--- src/rtl/stream_fifo.sv ---
// ----------------------------------------------------------------------------
// stream_fifo
//   Multi-entry valid/ready FIFO placed between a producer and a single-entry
//   pipe register downstream (e.g. fetch -> instruction queue -> decode).
//   Absorbs bursts of up to DEPTH items, supports a synchronous flush for
//   mispredict/exception recovery, and reports its occupancy.
//
// Handshake: a transfer happens on a rising clk edge where valid and ready
//   are both high. The offering side holds valid/data stable until the
//   transfer. ready_in never depends on ready_out, and valid_out/data_out
//   come from registered state only.
//
// Parameters
//   data_t     payload type carried per entry
//   DEPTH      number of entries, power of two, >= 2
//
// Ports
//   clk        clock, all state updates on posedge
//   resetn     synchronous reset, active-low
//   flush      synchronous discard of all entries
//   ready_in   FIFO can accept data_in this cycle
//   valid_in   producer offers data_in
//   data_in    payload to enqueue
//   ready_out  consumer takes data_out this cycle
//   valid_out  data_out holds the oldest entry
//   data_out   oldest entry, '0 when valid_out is low
//   count      number of stored entries, 0..DEPTH
// ----------------------------------------------------------------------------
module stream_fifo #(
    parameter type data_t = logic,
    parameter int  DEPTH  = 4
) (
    input  logic                     clk,
    input  logic                     resetn,
    input  logic                     flush,
    output logic                     ready_in,
    input  logic                     valid_in,
    input  data_t                    data_in,
    input  logic                     ready_out,
    output logic                     valid_out,
    output data_t                    data_out,
    output logic [$clog2(DEPTH):0]   count
);

    localparam int AW = $clog2(DEPTH);
    localparam int PW = AW + 1;

    // Pointers carry one extra wrap bit so that full and empty are distinct
    // even though both have equal index bits.
    logic [PW-1:0] head_q, head_d;
    logic [PW-1:0] tail_q, tail_d;
    data_t         mem_q [DEPTH];

    logic empty;
    logic full;
    logic push;
    logic pop;

    assign empty = (head_q == tail_q);
    assign full  = (head_q[AW-1:0] == tail_q[AW-1:0]) && (head_q[AW] != tail_q[AW]);

    // A full FIFO refuses input even when it pops the same cycle; this keeps
    // ready_in free of any path from ready_out.
    assign ready_in  = resetn && !flush && !full;
    assign valid_out = !empty;
    assign data_out  = empty ? '0 : mem_q[head_q[AW-1:0]];
    assign count     = tail_q - head_q;

    assign push = valid_in && ready_in;
    assign pop  = valid_out && ready_out;

    // Reset beats flush beats push/pop. A pop handshake during flush is
    // simply dropped along with everything else.
    always_comb begin
        head_d = head_q;
        tail_d = tail_q;
        if (!resetn || flush) begin
            head_d = '0;
            tail_d = '0;
        end else begin
            if (push) begin
                tail_d = tail_q + PW'(1);
            end
            if (pop) begin
                head_d = head_q + PW'(1);
            end
        end
    end

    always_ff @(posedge clk) begin
        head_q <= head_d;
        tail_q <= tail_d;
    end

    // Storage is not reset; the pointers alone define what is valid. push
    // is already gated by resetn and flush through ready_in.
    always_ff @(posedge clk) begin
        if (push) begin
            mem_q[tail_q[AW-1:0]] <= data_in;
        end
    end

endmodule

--- config.mk ---
export PLATFORM = sky130hd
export DESIGN_NAME = stream_fifo
export DESIGN_NICKNAME = d
export VERILOG_FILES = /design/src/rtl/stream_fifo.sv
export SDC_FILE = /design/constraint.sdc
export NUM_CORES = 1
export LEC_CHECK = 0
export ABC_AREA = 1
export BUFFER_PORTS_ARGS = -buffer_cell sky130_fd_sc_hd__buf_2
export CAP_MARGIN = 20
export CORE_UTILIZATION = 55
export CTS_CLUSTER_SIZE = 28
export DETAILED_ROUTE_END_ITERATION = 8
export PLACE_DENSITY_LB_ADDON = 0.3
export SETUP_SLACK_MARGIN = 0.2
export SYNTH_ARGS = -nofsm -noshare
export SYNTH_HDL_FRONTEND = slang
export SYNTH_SLANG_ARGS = --single-unit
--- constraint.sdc ---
create_clock -name clk -period 3.39 [get_ports clk]
set_input_delay 0.1695 -clock clk [delete_from_list [all_inputs] [get_ports clk]]
set_output_delay 0.1695 -clock clk [all_outputs]
set_load 0.02 [all_outputs]
==> results of run 1 <==
## layout make-up
class	instances	area (µm²)
multi-input cells	55	373
repair buffers	11	55.1
clock buffers	4	36.3
flip-flops and latches	12	280
well taps	14	17.5
fillers	83	325
inverters	18	68.8
## synth_stat cells
library cell,count,share of area [%]
sky130_fd_sc_hd__o21a_1,1,1.0
sky130_fd_sc_hd__a21oi_2,1,1.2
sky130_fd_sc_hd__nand3_4,1,2.4
sky130_fd_sc_hd__nor2_4,1,1.6
sky130_fd_sc_hd__inv_1,15,7.8
sky130_fd_sc_hd__nand2_2,4,3.5
sky130_fd_sc_hd__xor2_1,2,2.4
sky130_fd_sc_hd__o21ai_0,2,1.4
sky130_fd_sc_hd__nand2_1,12,6.2
sky130_fd_sc_hd__dfxtp_1,8,22
sky130_fd_sc_hd__a21boi_2,1,1.6
sky130_fd_sc_hd__a21oi_1,3,2.1
sky130_fd_sc_hd__nand3_2,2,2.8
sky130_fd_sc_hd__ha_1,7,12
sky130_fd_sc_hd__nor2_1,9,4.7
sky130_fd_sc_hd__inv_2,2,1.0
sky130_fd_sc_hd__nand4_1,2,1.7
sky130_fd_sc_hd__edfxtp_1,4,17
sky130_fd_sc_hd__fa_1,1,2.8
sky130_fd_sc_hd__nand3_1,6,4.2
sky130_fd_sc_hd__clkinv_2,1,0.69
## routing by layer
layer  global-route usage, %  share of wire [%]
met3                    6.98                4.8
met4                    5.36                1.1
met2                    34.3                 48
met1                    23.2                 46
met5                       0                  0
## cell families after synthesis
logic type	count (synthesis)	share of synthesized area, %
buf+inv	18	9.53
flops	12	38.8
fa+ha+maj	8	14.9
compound gates	8	7.28
simple gates	37	27.0
xor+xnor	2	2.43
## critical path, delay by kind of cell (launching register included)
| kind | cells | cell delay [ps] |
|---|---|---|
| and+or+nand+nor | 2 | 200 |
| adders and majority gates | 1 | 310 |
| AOI/OAI and AO/OA | 1 | 160 |
| DFF | 1 | 390 |
| buffers and inverters | 3 | 380 |
## worst paths after layout
path | startpoint | to | slack, ps
max | tail_q[0] | data_out | 1520
max reg2reg | tail_q[0] | mem_q[0] | 1760
min | data_in | mem_q[2] | 110
min reg2reg | head_q[2] | head_q[2] | 560
## power groups by stage
stage	combinational [mW]	clock, mW	sequential [mW]
detailed placement	0.0236	0	0.153
CTS	0.0239	0.117	0.150
global placement	0.0229	0	0.153
floorplan	0.0145	0	0.153
finish	0.0239	0.117	0.150
global route	0.0261	0.121	0.150
==> implementation parameters, run 1 <==
Parameter                              Value

Cells and area
  Most common library cell in the layout ignoring fill and taps    sky130_fd_sc_hd__inv_1
  Fraction of layout cells with a size suffix above 1    28.0%
  Final non-filler cell total    114
  Diodes inserted    0
  Finished Cell Area    831 µm²
  Leading cell types in the layout, fill and taps excluded    15 x sky130_fd_sc_hd__inv_1, 12 x sky130_fd_sc_hd__nand2_1, 11 x sky130_fd_sc_hd__buf_2
  End-of-flow core utilization    71.9%
  Post-layout nets    115
  Layout Area Growth over Synthesis    15.1%

Drt
  Routed via count divided by cell count    4.99
  Drt initial violations    14
  Number of detailed-routing iterations run before antenna repair    4
  Post-route DRC    0
  Routed WL per cell    10.7 µm
  Post-route antenna net violation count    0
  Vias after detailed routing    569
  Drt total wl    1220 µm

Worst setup path
  Startpoint kind of the worst setup timing path    flip-flop
  Largest stage delay on the critical path    390 ps
  Kind of end point of the critical path    output port
  Endpoint required time on the critical path    3220 ps
  Worst Setup Path Type    reg -> out
  Slowest stage cell on the critical path    sky130_fd_sc_hd__dfxtp_1
  Data arrival time of the critical path    1700 ps
  R2r worst-path depth    7
  Critical path peak fanout    7
  Cells along the critical path    inv_1 -> ha_1 -> nand2_1 -> clkinv_2 -> nand3_4 -> a21boi_2 -> buf_2

Clocking
  # H-tree levels    1
  Clock tree from TritonCTS    yes
  Clock net sink count    12
  CTS max path bufs    2
  Post-CTS sizing    0
  Clock slew at reported path FFs    80 ps
  Clock root buffer    sky130_fd_sc_hd__clkbuf_4
  Clock latency reported for the late side of the worst-skew pair    270 ps
  Number of setup buffers added after CTS    0
  Number of hold buffers added after cts    0
  TritonCTS buffer count    3

STA
  Period utilization    55.2%
  Final Max Slew Viols    0
  Minimum setup slack in the final design    1520 ps
  Final worst hold slack    111 ps
  Setup violation total in the final timing report    0
  Setup TNS    0 ps
  Clock tree skew after final layout    2.39 ps
  Worst slew pin tran    221 ps
  Maximum clock frequency    534 MHz
  Final number of hold-violating endpoints    0
  Crit path time final    1870 ps
  Headroom to the max-slew limit    85.3%
  RSZ-0062 raised after global routing    no

Floorplanning
  Chip Width    38.2 µm
  Standard cell core area    1160 µm²
  Die ar.    1460 µm²
  Floorplan die height    38.2 µm
  Core Rows    12
  Initial Utilization    62.4%
  I/O pins    12

Synthesis
  Post-Syn Area    722 µm²
  Cell count after synthesis    85
  Count of synthesis-stage warnings from yosys    0
  Flops & latches, synth    12
  Count of different cell masters after synthesis    21
  Syn_nets    99
  Post-synthesis average cell area    8.49 µm²
  Sequential cell area fraction in the yosys report    38.8%

GRT
  Global routing usage summed across all routing layers    20.0%
  Largest net degree at the start of global routing    10
  Initial antenna violation count    0
  First-pass GRT wire length    1980 µm
  Via count of the first global-routing pass    511
  Residual overflow from global routing    0

Placement
  Worst slack at placement    1810 ps
  Post-placement cell count    110
  Placed standard-cell area    795 µm²
  Global placement routability congestion    0.727
  Port Buf Inserts    11
  Hpwl dp    952 µm

Power
  Switching power of the nets    0.0685 mW
  Overall Power    0.291 mW
  Net switching fraction of the power    23.5%
  Clk network pwr share    40.3%
  Power Dens Cells    351 nW/µm²
  Share of total power in combinational logic    8.2%
  Maximum ir drop on the vdd rail    0.304 mV
  Leakage    0.420 nW
  Cell internal power dissipation    0.223 mW
  Sequential power share    51.5%

Worst hold path
  Worst min-delay path class    in -> reg
  Depth of the worst hold-timing path    1

Status
  Result of the run    finished clean

Job
  Total of max-cap violations    0
No activity file was read; power rests on OpenSTA's default activity.
==> run 2, diff against run 1 <==
--- a/config.mk
+++ b/config.mk
@@ -8,7 +8,7 @@
 export ABC_AREA = 1
 export BUFFER_PORTS_ARGS = -buffer_cell sky130_fd_sc_hd__buf_2
 export CAP_MARGIN = 20
-export CORE_UTILIZATION = 55
+export CORE_UTILIZATION = 53
 export CTS_CLUSTER_SIZE = 28
 export DETAILED_ROUTE_END_ITERATION = 8
 export PLACE_DENSITY_LB_ADDON = 0.3
==> constraint.sdc (replaced) <==
create_clock -name clk -period 1.93 [get_ports clk]
set_input_delay 0.0965 -clock clk [delete_from_list [all_inputs] [get_ports clk]]
set_output_delay 0.0965 -clock clk [all_outputs]
set_load 0.02 [all_outputs]
==> run 2 against run 1 <==
Compared with the run above:
- hold slack worse by 69 ps
- register-to-register slack got worse by 1400 ps
- largest power group unchanged
- design area grew 3.3%
- sequential share of layout area fell by 0.79 points
- critical endpoint is now count[2]
- critical path type unchanged
==> implementation parameters, run 2 (synthesis gave the netlist of run 1 again) <==
Parameter                              Value

Worst setup path
  Endpoint required time on the critical path    1830 ps (was 3220 ps)
  Kind of end point of the critical path    output port (unchanged)
  Launching instance or port of the critical path    tail_q[1] (was tail_q[0])
  Data arrival time of the critical path    1600 ps (was 1700 ps)
  Largest stage delay on the critical path    430 ps (was 390 ps)
  Register-to-register setup slack    360 ps (was 1760 ps)
  Cells along the critical path    inv_1 -> fa_2 -> xor2_1 -> buf_4 (was inv_1 -> ha_1 -> nand2_1 -> clkinv_2 -> nand3_4 -> a21boi_2 -> buf_2)
  Slowest stage cell on the critical path    sky130_fd_sc_hd__dfxtp_1 (unchanged)
  Startpoint kind of the worst setup timing path    flip-flop (unchanged)
  Worst Setup Path Type    reg -> out (unchanged)
  Startpoint of the most critical register-to-register path    head_q[0] (was tail_q[0])
  Critical path peak fanout    5 (was 7)

GRT
  Initial antenna violation count    0 (unchanged)
  Global routing usage summed across all routing layers    21.9% (was 20.0%)
  First-pass GRT wire length    2120 µm (was 1980 µm)
  Residual overflow from global routing    0 (unchanged)
  Via count of the first global-routing pass    533 (was 511)
  Largest net degree at the start of global routing    10 (unchanged)

Worst hold path
  Worst min-delay path class    in -> reg (unchanged)
  Min-Delay Startpoint    data_in (unchanged)

Cells and area
  Most common library cell in the layout ignoring fill and taps    sky130_fd_sc_hd__inv_1 (unchanged)
  Layout Area Growth over Synthesis    18.9% (was 15.1%)
  Leading cell types in the layout, fill and taps excluded    14 x sky130_fd_sc_hd__inv_1, 12 x sky130_fd_sc_hd__nand2_1, 9 x sky130_fd_sc_hd__nor2_1, 9 x sky130_fd_sc_hd__buf_2 (was 15 x sky130_fd_sc_hd__inv_1, 12 x sky130_fd_sc_hd__nand2_1, 11 x sky130_fd_sc_hd__buf_2)
  Finished Cell Area    858 µm² (was 831 µm²)
  Post-layout nets    117 (was 115)
  Final non-filler cell total    116 (was 114)
  Fraction of layout cells with a size suffix above 1    34.3% (was 28.0%)
  FILL cells    93 (was 83)
  Diodes inserted    0 (unchanged)

Drt
  Routed WL per cell    11.6 µm (was 10.7 µm)
  Post-route antenna net violation count    0 (unchanged)
  Routed via count divided by cell count    4.87 (was 4.99)
  Number of detailed-routing iterations run before antenna repair    3 (was 4)
  Post-route DRC    0 (unchanged)
  Drt total wl    1350 µm (was 1220 µm)
  Vias after detailed routing    565 (was 569)
  Drt initial violations    6 (was 14)

Floorplanning
  Core Rows    12 (unchanged)
  I/O pins    12 (unchanged)
  Floorplan die height    38.9 µm (was 38.2 µm)
  Standard cell core area    1190 µm² (was 1160 µm²)
  Die ar.    1510 µm² (was 1460 µm²)
  Chip Width    38.9 µm (was 38.2 µm)
  Initial Utilization    60.9% (was 62.4%)

Clocking
  # H-tree levels    1 (unchanged)
  Clock net sink count    12 (unchanged)
  Clock tree from TritonCTS    yes (unchanged)
  TritonCTS buffer count    3 (unchanged)
  Number of hold buffers added after cts    0 (unchanged)
  Clock latency reported for the late side of the worst-skew pair    270 ps (about the same)
  CTS max path bufs    2 (unchanged)
  Clock slew at reported path FFs    80 ps (about the same)
  Clock root buffer    sky130_fd_sc_hd__clkbuf_4 (unchanged)

Power
  Net switching fraction of the power    22.5% (was 23.5%)
  Clk network pwr share    39.2% (was 40.3%)
  Leakage    0.429 nW (was 0.420 nW)
  Cell internal power dissipation    0.393 mW (was 0.223 mW)
  Switching power of the nets    0.114 mW (was 0.0685 mW)
  Sequential power share    52.0% (was 51.5%)
  Maximum ir drop on the vdd rail    0.340 mV (was 0.304 mV)
  Share of total power in combinational logic    8.8% (was 8.2%)
  Power Dens Cells    591 nW/µm² (was 351 nW/µm²)

STA
  Setup violation total in the final timing report    0 (unchanged)
  Final number of hold-violating endpoints    0 (unchanged)
  Worst slew pin tran    252 ps (was 221 ps)
  RSZ-0062 raised after global routing    no (unchanged)
  Setup TNS    0 ps (unchanged)
  Period utilization    87.8%
  Maximum clock frequency    590 MHz
  Crit path time final    1700 ps
  Headroom to the max-slew limit    83.0% (was 85.3%)
  Final Max Slew Viols    0 (unchanged)
  Clock tree skew after final layout    3.26 ps (was 2.39 ps)
  Minimum setup slack in the final design    235 ps (was 1520 ps)

Placement
  Worst slack at placement    334 ps (was 1810 ps)
  Placed standard-cell area    795 µm² (unchanged)
  Hpwl dp    961 µm (was 952 µm)
  Global placement routability congestion    0.758 (was 0.727)
  Port Buf Inserts    11 (unchanged)
  Post-placement cell count    110 (unchanged)

Status
  Result of the run    finished clean (unchanged)

Job
  Total of max-cap violations    0 (unchanged)
==> run 2: cell count changes in the layout (fill, tap and decap cells not counted), moves of 2 or more <==
cell                      previous run  this run
sky130_fd_sc_hd__buf_2              11         9
sky130_fd_sc_hd__buf_4               0         4
sky130_fd_sc_hd__dfxtp_1             8         6
sky130_fd_sc_hd__dfxtp_2             0         2
==> run 2: cell type report <==
cell class              instances  area (µm²)  area share, %
well taps                      14        17.5           2.04
repair buffers                 13        75.1           8.75
flip-flops and latches         12         283           32.9
multi-input cells              55         378           44.0
clock buffers                   4        36.3           4.23
inverters                      18        68.8           8.02
==> run 2: final timing paths <==
kind / end / depth (start not counted)
worst min register to register: head_q[1] / 2
worst max-delay path: count[2] / 4
worst min-delay path: mem_q[3] / 1
worst max register to register: mem_q[0] / 6
==> run 2: metal layers <==
metal  track usage (%)  vias up  part of all wire, %  wire, µm
met4              13.8        0                  2.4        32
li1                  -      299                    -         -
met1              23.7      250                   46       624
met5                 0        -                    0         0
met2              35.0       12                   48       643
met3              8.67        4                  3.5        47
==> run 2: power groups by stage <==
stage,clock (mW),combinational [mW],sequential [mW]
after floorplan,0,0.0254,0.269
after global placement,0,0.0402,0.270
after detailed placement,0,0.0415,0.270
final,0.199,0.0448,0.264
after global routing,0.212,0.0497,0.264
after CTS,0.202,0.0429,0.263
==> run 2: critical path, delay by kind of cell, from the launching register on <==
kind,cells,cell delay (ps)
flops,1,430
fa+ha+maj,1,390
buf+inv,2,310
xor+xnor,1,200
==> run 2: timing repair <==
action | 4_1_cts | 5_1_grt
buffers inserted | 1 | 1
endpoints found under the setup margin | 3 | 3
resized for setup | 4 | 3
pin swaps | 1 | 0
==> run 2: stage by stage <==
stage               util, %  power (mW)  hold WS [ps]
global route           72.4       0.525          36.8
global placement       67.0       0.310           313
floorplan                 -       0.295           195
CTS                    71.3       0.508          35.3
finish                 72.4       0.507          41.2
detailed placement     67.0       0.311           317
